## src/rtl/mem_arbiter_pkg.sv

```systemverilog
// Shared definitions for the memory arbiter: FSM encoding, grant-select
// constants and the address alignment helper.
package mem_arbiter_pkg;

  typedef enum logic [2:0] {
    ST_IDLE   = 3'd0,
    ST_BUSY_I = 3'd1,
    ST_BUSY_D = 3'd2,
    ST_ERR_I  = 3'd3,
    ST_ERR_D  = 3'd4
  } state_e;

  localparam logic GNT_I = 1'b0;
  localparam logic GNT_D = 1'b1;

  localparam int ADDR_W = 16;
  localparam int DATA_W = 16;

  function automatic logic [ADDR_W-1:0] align_addr(input logic [ADDR_W-1:0] a);
    return {a[ADDR_W-1:1], 1'b0};
  endfunction

endpackage

```

## src/rtl/mem_arbiter_arb.sv

```systemverilog
// Two-input grant select: data has priority unless fairness hands the turn
// to the fetch port right after a data grant.
module arb_prio2
  import mem_arbiter_pkg::*;
#(
  parameter bit FAIR = 1'b1
) (
  input  logic req_i,
  input  logic req_d,
  input  logic last_d,
  output logic gnt_valid,
  output logic gnt_sel
);

  always_comb begin
    gnt_valid = req_i | req_d;
    gnt_sel   = GNT_I;
    if (req_i && req_d) begin
      gnt_sel = (FAIR && last_d) ? GNT_I : GNT_D;
    end else if (req_d) begin
      gnt_sel = GNT_D;
    end
  end

endmodule

```

## src/rtl/mem_arbiter.sv

```systemverilog
// Arbitrates a fetch port and a data port onto one shared memory channel,
// one transaction at a time, with misaligned-address rejection.
module mem_arbiter
  import mem_arbiter_pkg::*;
#(
  parameter bit FAIR = 1'b1
) (
  input  logic              clk,
  input  logic              rst,
  input  logic              i_req,
  input  logic [ADDR_W-1:0] i_addr,
  output logic [DATA_W-1:0] i_data,
  output logic              i_done,
  output logic              i_err,
  input  logic              d_req,
  input  logic              d_wr,
  input  logic [ADDR_W-1:0] d_addr,
  input  logic [DATA_W-1:0] d_wdata,
  output logic [DATA_W-1:0] d_rdata,
  output logic              d_done,
  output logic              d_err,
  output logic              m_rd,
  output logic              m_wr,
  output logic [ADDR_W-1:0] m_addr,
  output logic [DATA_W-1:0] m_wdata,
  input  logic [DATA_W-1:0] m_rdata,
  input  logic              m_done,
  input  logic              m_err,
  output state_e            dbg_state
);

  // Handshake: a port raises x_req (level) with stable address/data and keeps
  // it up until x_done pulses for one cycle; m_rd/m_wr stay up until m_done.
  state_e            state_q, state_d;
  logic              last_d_q, last_d_d;
  logic              wr_q, wr_d;
  logic              m_rd_q, m_rd_d;
  logic              m_wr_q, m_wr_d;
  logic [ADDR_W-1:0] m_addr_q, m_addr_d;
  logic [DATA_W-1:0] m_wdata_q, m_wdata_d;
  logic              gnt_valid;
  logic              gnt_sel;

  arb_prio2 #(.FAIR(FAIR)) u_arb (
    .req_i     (i_req),
    .req_d     (d_req),
    .last_d    (last_d_q),
    .gnt_valid (gnt_valid),
    .gnt_sel   (gnt_sel)
  );

  always_comb begin
    state_d   = state_q;
    last_d_d  = last_d_q;
    wr_d      = wr_q;
    m_rd_d    = m_rd_q;
    m_wr_d    = m_wr_q;
    m_addr_d  = m_addr_q;
    m_wdata_d = m_wdata_q;
    case (state_q)
      ST_IDLE: begin
        if (gnt_valid) begin
          last_d_d = gnt_sel;
          if (gnt_sel == GNT_D) begin
            wr_d      = d_wr;
            m_addr_d  = align_addr(d_addr);
            m_wdata_d = d_wr ? d_wdata : '0;
            if (d_addr[0]) begin
              state_d = ST_ERR_D;
            end else begin
              state_d = ST_BUSY_D;
              m_rd_d  = ~d_wr;
              m_wr_d  = d_wr;
            end
          end else begin
            wr_d      = 1'b0;
            m_addr_d  = align_addr(i_addr);
            m_wdata_d = '0;
            if (i_addr[0]) begin
              state_d = ST_ERR_I;
            end else begin
              state_d = ST_BUSY_I;
              m_rd_d  = 1'b1;
              m_wr_d  = 1'b0;
            end
          end
        end
      end
      ST_BUSY_I, ST_BUSY_D: begin
        if (m_done) begin
          state_d = ST_IDLE;
          m_rd_d  = 1'b0;
          m_wr_d  = 1'b0;
        end
      end
      default: state_d = ST_IDLE;
    endcase
  end

  always_ff @(posedge clk or negedge rst) begin
    if (!rst) begin
      state_q   <= ST_IDLE;
      last_d_q  <= GNT_I;
      wr_q      <= 1'b0;
      m_rd_q    <= 1'b0;
      m_wr_q    <= 1'b0;
      m_addr_q  <= '0;
      m_wdata_q <= '0;
    end else begin
      state_q   <= state_d;
      last_d_q  <= last_d_d;
      wr_q      <= wr_d;
      m_rd_q    <= m_rd_d;
      m_wr_q    <= m_wr_d;
      m_addr_q  <= m_addr_d;
      m_wdata_q <= m_wdata_d;
    end
  end

  // Completion is reported in the same cycle the memory finishes.
  logic fin_i, fin_d;
  assign fin_i = (state_q == ST_BUSY_I) && m_done;
  assign fin_d = (state_q == ST_BUSY_D) && m_done;

  assign i_done  = fin_i || (state_q == ST_ERR_I);
  assign i_err   = (fin_i && m_err) || (state_q == ST_ERR_I);
  assign i_data  = fin_i ? m_rdata : '0;
  assign d_done  = fin_d || (state_q == ST_ERR_D);
  assign d_err   = (fin_d && m_err) || (state_q == ST_ERR_D);
  assign d_rdata = (fin_d && !wr_q) ? m_rdata : '0;

  assign m_rd      = m_rd_q;
  assign m_wr      = m_wr_q;
  assign m_addr    = m_addr_q;
  assign m_wdata   = m_wdata_q;
  assign dbg_state = state_q;

endmodule

```

## config.mk

```make
export PLATFORM = sky130hd
export DESIGN_NAME = mem_arbiter
export DESIGN_NICKNAME = d
export VERILOG_FILES = /design/src/rtl/mem_arbiter_pkg.sv /design/src/rtl/mem_arbiter_arb.sv /design/src/rtl/mem_arbiter.sv
export SDC_FILE = /design/constraint.sdc
export NUM_CORES = 1
export LEC_CHECK = 0
export CAP_MARGIN = 20
export CORE_UTILIZATION = 37
export DETAILED_ROUTE_END_ITERATION = 10
export PLACE_DENSITY = 0.87
export SYNTH_ARGS = -nofsm -noshare
export SYNTH_HDL_FRONTEND = slang
export SYNTH_SLANG_ARGS = --single-unit
```

## constraint.sdc

```tcl
create_clock -name clk -period 3.55 [get_ports clk]
set_input_delay 0.71 -clock clk [delete_from_list [all_inputs] [get_ports clk]]
set_output_delay 0.71 -clock clk [all_outputs]
set_load 0.01 [all_outputs]
```

==> summary.md, run 1 <==
| Metric | Value |
|---|---|
| Status | `complete, no violations` |
| Max Fclk | `0.3162 GHz` |
| Post-Synth XOR/XNOR Area | `0.4453%` |
| Post-Place Cells | `391` |
| Setup crit end kind | `output port` |
| First-pass GRT wire length | `8459 um` |
| Initial antenna violation count | `0` |
| Synth Warn # | `0` |
| Total core area | `5107 sq um` |
| Synth Area in Adders | `0%` |
| Synth Register Bits | `38` |
| Aggregate global routing overflow | `0` |
| Top Ports | `144` |
| Initial Utilization | `38.51%` |
| Syn nets | `260` |
| CTS tree | `built` |
| Drt first-iter violations | `70` |
| Slew @ Worst Pin | `852.4 ps` |
| Max-cap viol count | `0` |
| Hold buffers post-CTS | `0` |
| DIE AREA | `5612 sq um` |
| R2r setup slk | `1490 ps` |
| Post-synthesis mux area share | `9.351%` |
| Vias/cell | `4.817` |
| Final WL | `5558 um` |
| CP required | `2840 ps` |
| Unrepaired setup endpoints after global routing | `false` |
| Via total after detailed routing | `1922` |
| RePlAce Congestion | `0.7949` |
| N_diodes | `0` |
| Nets | `399` |
| Total power after layout | `2.231 mW` |
| Syn Area/Cell | `10.41 sq um` |
| Setup TNS | `0 ps` |
| Maximum fanout along the worst path | `16` |
| Sequential-to-total area share from yosys stat | `48.35%` |
| Inserted Clock Buffers | `5` |
| Pleak | `1.479 nW` |
| Area delta synth->final | `79.58%` |
| Crit path launch type | `input port` |
| Post-Synthesis Cells | `189` |
| Complex-gate fraction of the synthesized area | `17.11%` |
| Distinct cell type count after synthesis | `35` |
| Pwr/cell area | `631.6 nW/um^2` |
| Slew HR | `42.96%` |
| CP arrival | `2450 ps` |
| Yosys top cell area share | `48.35%` |
| Worst vdd ir | `0.0003656 V` |
| Final cell count without fillers | `399` |
| Final setup margin | `387.0 ps` |
| Die width | `74.91 um` |
| Clock Latency Late Sink | `290 ps` |
| WS Path Type | `input port to output port` |
| Layout cells sized above 1 | `6.687%` |
| Worst-path clk slew | `70 ps` |
| Synth area leader | `dfrtp_1` |
| Setup Fix Bufs, Post-CTS | `0` |
| Top cells by area, synth | `dfrtp_1 48%, and2_1 10%, mux2i_1 7.6%, a22o_1 7.1%, nand2_1 3.2%` |
| Post-Synth Simple-Gate Area | `19.59%` |
| Htree depth | `2` |
| Die height | `74.91 um` |
| GRT Resource Usage Total | `20.30%` |
| Largest net degree at the start of global routing | `39` |
| Main combinational cell family by area after synthesis | `simple AND/OR/NAND/NOR gates` |
| Antenna Nets Post-Route | `0` |
| Final setup violation count | `0` |
| Dpl hpwl | `4289 um` |
| Final Max Tran Viols | `0` |
| TritonCTS Sinks | `38` |
| Fill count | `436` |
| Average wire per standard cell | `13.93 um` |
| Netlist Area Pre-Place | `1967 sq um` |
| Row count | `26` |
| Port bufs | `142` |
| Fin. Hold Viols | `0` |
| Worst clock skew | `6.237 ps` |
| Part of the cycle the worst path needs | `89.10%` |
| Hold Crit Class | `flip-flop to flip-flop` |
| Vias in the first global route | `1796` |
| Pre-Repair DR Iteration Count | `4` |
| Post-CTS Resized | `0` |
| Clk root buf | `clkbuf_8` |
| Residual DRC | `0` |
| CTS Buffer Depth | `2` |
| Pre-CTS setup slack | `375.1 ps` |
| Final min period | `3163 ps` |
-- worst max-delay path, stage by stage --
cell and delay (ps):
clkdlybuf4s50_1 580, nand3_1 140, nor3_2 130, buf_4 200, and2_1 150, clkdlybuf4s50_1 540
-- final timing paths --
path,start,endpoint,depth (start not counted)
max,m_done,d_rdata[6],6
min,m_addr[2]$_DFFE_PN0P_,m_addr[2]$_DFFE_PN0P_,2
max reg2reg,dbg_state[1]$_DFFE_PN0P_,m_wdata[13]$_DFFE_PN0P_,4
min reg2reg,m_addr[2]$_DFFE_PN0P_,m_addr[2]$_DFFE_PN0P_,2
max in group asynchronous,rst,dbg_state[1]$_DFFE_PN0P_,1
min in group asynchronous,rst,m_addr[8]$_DFFE_PN0P_,1
-- synth_stat cells, drive strengths merged --
cell,number
a21boi,1
a21o,1
a21oi,7
a22o,16
a31oi,1
and2,32
and3,1
buf,10
clkbuf,4
conb,1
dfrtp,38
inv,2
mux2,3
mux2i,15
nand2,17
nand2b,3
nand3,1
nand4,1
nor2,8
nor2b,1
nor3,3
nor4b,1
o21ai,17
o221ai,1
o22ai,1
o311ai,1
or3,1
xnor2,1
-- cells by family after synthesis --
family / count (synthesis)
xor gates and xnor gates: 1
buffers and inverters: 16
muxes: 18
and+or+nand+nor: 69
DFF: 38
AOI/OAI and AO/OA: 46
other: 1
-- cells in the final DEF (no fill, tap or decap) --
cell type	netlist	final
nand2_1	17	17
o311ai_4	1	1
nor2_1	7	7
mux2_1	2	2
buf_2	3	1
a21boi_2	1	1
o21ai_1	7	6
clkdlybuf4s50_1	0	141
nand4_1	1	1
a21o_1	1	1
nor3_1	2	2
a31oi_1	1	1
conb_1	1	1
buf_4	5	4
a21oi_2	1	1
and2_1	32	32
o22ai_1	1	1
mux2_2	1	1
and3_1	1	1
nand2b_1	3	3
nor4b_2	1	1
nor2_4	1	1
inv_1	2	2
o221ai_2	1	1
clkbuf_8	0	8
o21ai_4	0	1
o21ai_0	10	10
a21oi_1	6	6
nor2b_1	1	1
nand3_1	1	1
nor3_2	1	1
mux2i_1	15	15
dfrtp_1	38	38
or3_1	1	1
xnor2_1	1	1
a22o_1	16	16
-- state kept, by name, summed over array words and instances (netlist names) --
| signal | flops |
|---|---|
| dbg_state | 3 |
| wr_q | 1 |
| last_d_q | 1 |
| m_wdata | 16 |
| m_wr | 1 |
| m_rd | 1 |
| m_addr | 15 |
-- stage by stage --
stage,utilization [%],hold WS [ps],cell area (sq um)
floorplan,-,414.4,1967
global placement,67.00,460.3,3422
detailed placement,67.00,469.8,3422
CTS,69.16,485.1,3532
global route,69.16,499.6,3532
finish,69.16,480.1,3532
-- report_power, final --
| part | total (mW) | internal [mW] | leakage, nW | switching [mW] |
|---|---|---|---|---|
| Clock | 0.344 | 0.196 | 0.0575 | 0.148 |
| Sequential | 0.731 | 0.608 | 0.489 | 0.122 |
| Combinational | 1.16 | 0.650 | 0.932 | 0.506 |
-- cell type report --
type	instances	area, sq um	share of cell area (%)
sequential	38	950.9	26.92
multi-input combinational	135	929.6	26.32
inverter	2	7.507	0.2125
tap	70	87.58	2.480
timing repair buffer	146	1446	40.95
clock buffer	8	110.1	3.117
-- routing by layer --
layer  share of wire [%]  GRT usage, %
met3                 8.5         5.221
met2                  51         36.24
met5                   0             0
met1                  37         22.47
met4                 2.6         9.853
Power figures use the tool's default switching activity.
==> run 2, diff against run 1 <==
--- a/config.mk
+++ b/config.mk
@@ -6,7 +6,9 @@
 export NUM_CORES = 1
 export LEC_CHECK = 0
 export CAP_MARGIN = 20
+export CORE_MARGIN = 2
 export CORE_UTILIZATION = 37
+export CTS_CLUSTER_DIAMETER = 60
 export DETAILED_ROUTE_END_ITERATION = 10
 export PLACE_DENSITY = 0.87
 export SYNTH_ARGS = -nofsm -noshare
==> summary.md, run 2 (synthesized netlist as in run 1, its figures left out) <==
| Metric | Value |
|---|---|
| Status | `complete, no violations` |
| Final core occ | `68.50%` |
| Hold Path Cell Cnt | `2` |
| Setup TNS | `0 ps` |
| Antenna Nets Post-Route | `0` |
| Maximum fanout along the worst path | `16` |
| Hold buffers post-CTS | `0` |
| Sequential cell area | `950.9 sq um` |
| Multi-input logic area | `929.6 sq um` |
| Reg2reg end | `m_wdata[13]$_DFFE_PN0P_` |
| Pwr/cell area | `616.9 nW/um^2` |
| TritonCTS Sinks | `38` |
| RePlAce Congestion | `0.7281` |
| Slew HR | `44.54%` |
| CP arrival | `2450 ps` |
| Max Fclk | `0.3169 GHz` |
| Largest net degree at the start of global routing | `39` |
| Pleak | `1.460 nW` |
| CP required | `2840 ps` |
| Post-Place Cells | `391` |
| Unrepaired setup endpoints after global routing | `false` |
| Aggregate global routing overflow | `0` |
| Vias in the first global route | `1969` |
| Hold Crit Class | `flip-flop to flip-flop` |
| Fill count | `419` |
| CTS tree | `built` |
| Clock Latency Late Sink | `290 ps` |
| Worst clock skew | `6.235 ps` |
| Dpl hpwl | `4361 um` |
| Initial Utilization | `38.51%` |
| Inserted Clock Buffers | `5` |
| Post-route cell area | `3498 sq um` |
| DIE AREA | `5915 sq um` |
| Via total after detailed routing | `1910` |
| Crit path launch type | `input port` |
| R2R depth | `4` |
| Final Max Tran Viols | `0` |
| Max FFs per register | `16` |
| First-pass GRT wire length | `9128 um` |
| WHS Endpoint | `m_addr[12]$_DFFE_PN0P_` |
| R2r setup slk | `1580 ps` |
| Part of the cycle the worst path needs | `88.90%` |
| Port bufs | `142` |
| Worst reg2reg startpoint | `dbg_state[1]$_DFFE_PN0P_` |
| Pre-Repair DR Iteration Count | `4` |
| Final cell count without fillers | `398` |
| Layout cells sized above 1 | `5.793%` |
| Vias/cell | `4.799` |
| Initial antenna violation count | `0` |
| Post-CTS Resized | `0` |
| Htree depth | `2` |
| Worst vdd ir | `0.0004145 V` |
| CTS Buffer Depth | `2` |
| Final WL | `5450 um` |
| Row count | `26` |
| N_diodes | `0` |
| Final min period | `3156 ps` |
| Hold path start | `m_addr[12]$_DFFE_PN0P_` |
| Commonest non-fill, non-tap cell in the layout | `clkdlybuf4s50_1` |
| GRT Resource Usage Total | `19.16%` |
| Drt first-iter violations | `87` |
| Slew @ Worst Pin | `832.0 ps` |
| Most frequent cells in the layout | `141 x clkdlybuf4s50_1, 38 x dfrtp_1, 32 x and2_1, 17 x nand2_1, 16 x a22o_1` |
| Setup Fix Bufs, Post-CTS | `0` |
| Total core area | `5107 sq um` |
| Placed inst area | `3422 sq um` |
| Setup crit end kind | `output port` |
| Die width | `76.91 um` |
| Average wire per standard cell | `13.69 um` |
| Die height | `76.91 um` |
| Total power after layout | `2.158 mW` |
| Nets | `399` |
| Max-cap viol count | `0` |
| Area delta synth->final | `77.86%` |
| Top Ports | `144` |
| WS Path Type | `input port to output port` |
| Clk root buf | `clkbuf_8` |
| Fin. Hold Viols | `0` |
| Worst-path clk slew | `70 ps` |
| Residual DRC | `0` |
| Final setup violation count | `0` |
-- run 2: worst max path at each step --
stage | end | startpoint | depth (start not counted)
3_5_place_dp | d_rdata[12] | m_done | 6
3_3_place_gp | i_data[11] | m_done | 5
2_1_floorplan | i_data[10] | m_done | 3
5_1_grt | d_rdata[7] | m_done | 6
6_report | d_rdata[12] | m_done | 6
4_1_cts | d_rdata[12] | m_done | 6
-- run 2: critical path, cell delays in order --
cell             delay (ps)
clkdlybuf4s50_1         570
nand3_1                 150
nor3_2                  140
buf_4                   200
and2_1                  140
clkdlybuf4s50_1         530
-- run 2: metal layers --
layer  global-route usage, %  share of wire, %  wire length (um)
met5                       0                 0                 0
met2                   33.33                50              2739
met1                   22.18                39              2116
met3                   6.000               9.5               519
met4                   6.727               1.4                75
-- run 2: cell type report --
cell class	instances	share of cell area, %
inverter	2	0.2146
timing repair buffer	146	41.34
clock buffer	7	2.182
multi-input combinational	135	26.57
tap	70	2.504
sequential	38	27.18
-- run 2: power breakdown --
| part | leakage, nW | switching [mW] | internal [mW] |
|---|---|---|---|
| registers | 0.489 | 0.123 | 0.609 |
| logic | 0.932 | 0.500 | 0.650 |
| clock network | 0.0383 | 0.141 | 0.135 |
| total | 1.46 | 0.765 | 1.39 |
-- run 2: metrics by stage --
step           worst slack, ps  hold slack, ps
6_report                 394.2           483.6
5_1_grt                  266.3           520.5
4_1_cts                  376.1           485.5
3_5_place_dp             385.5           471.0
3_3_place_gp             446.7           462.0
2_1_floorplan             1402           414.4
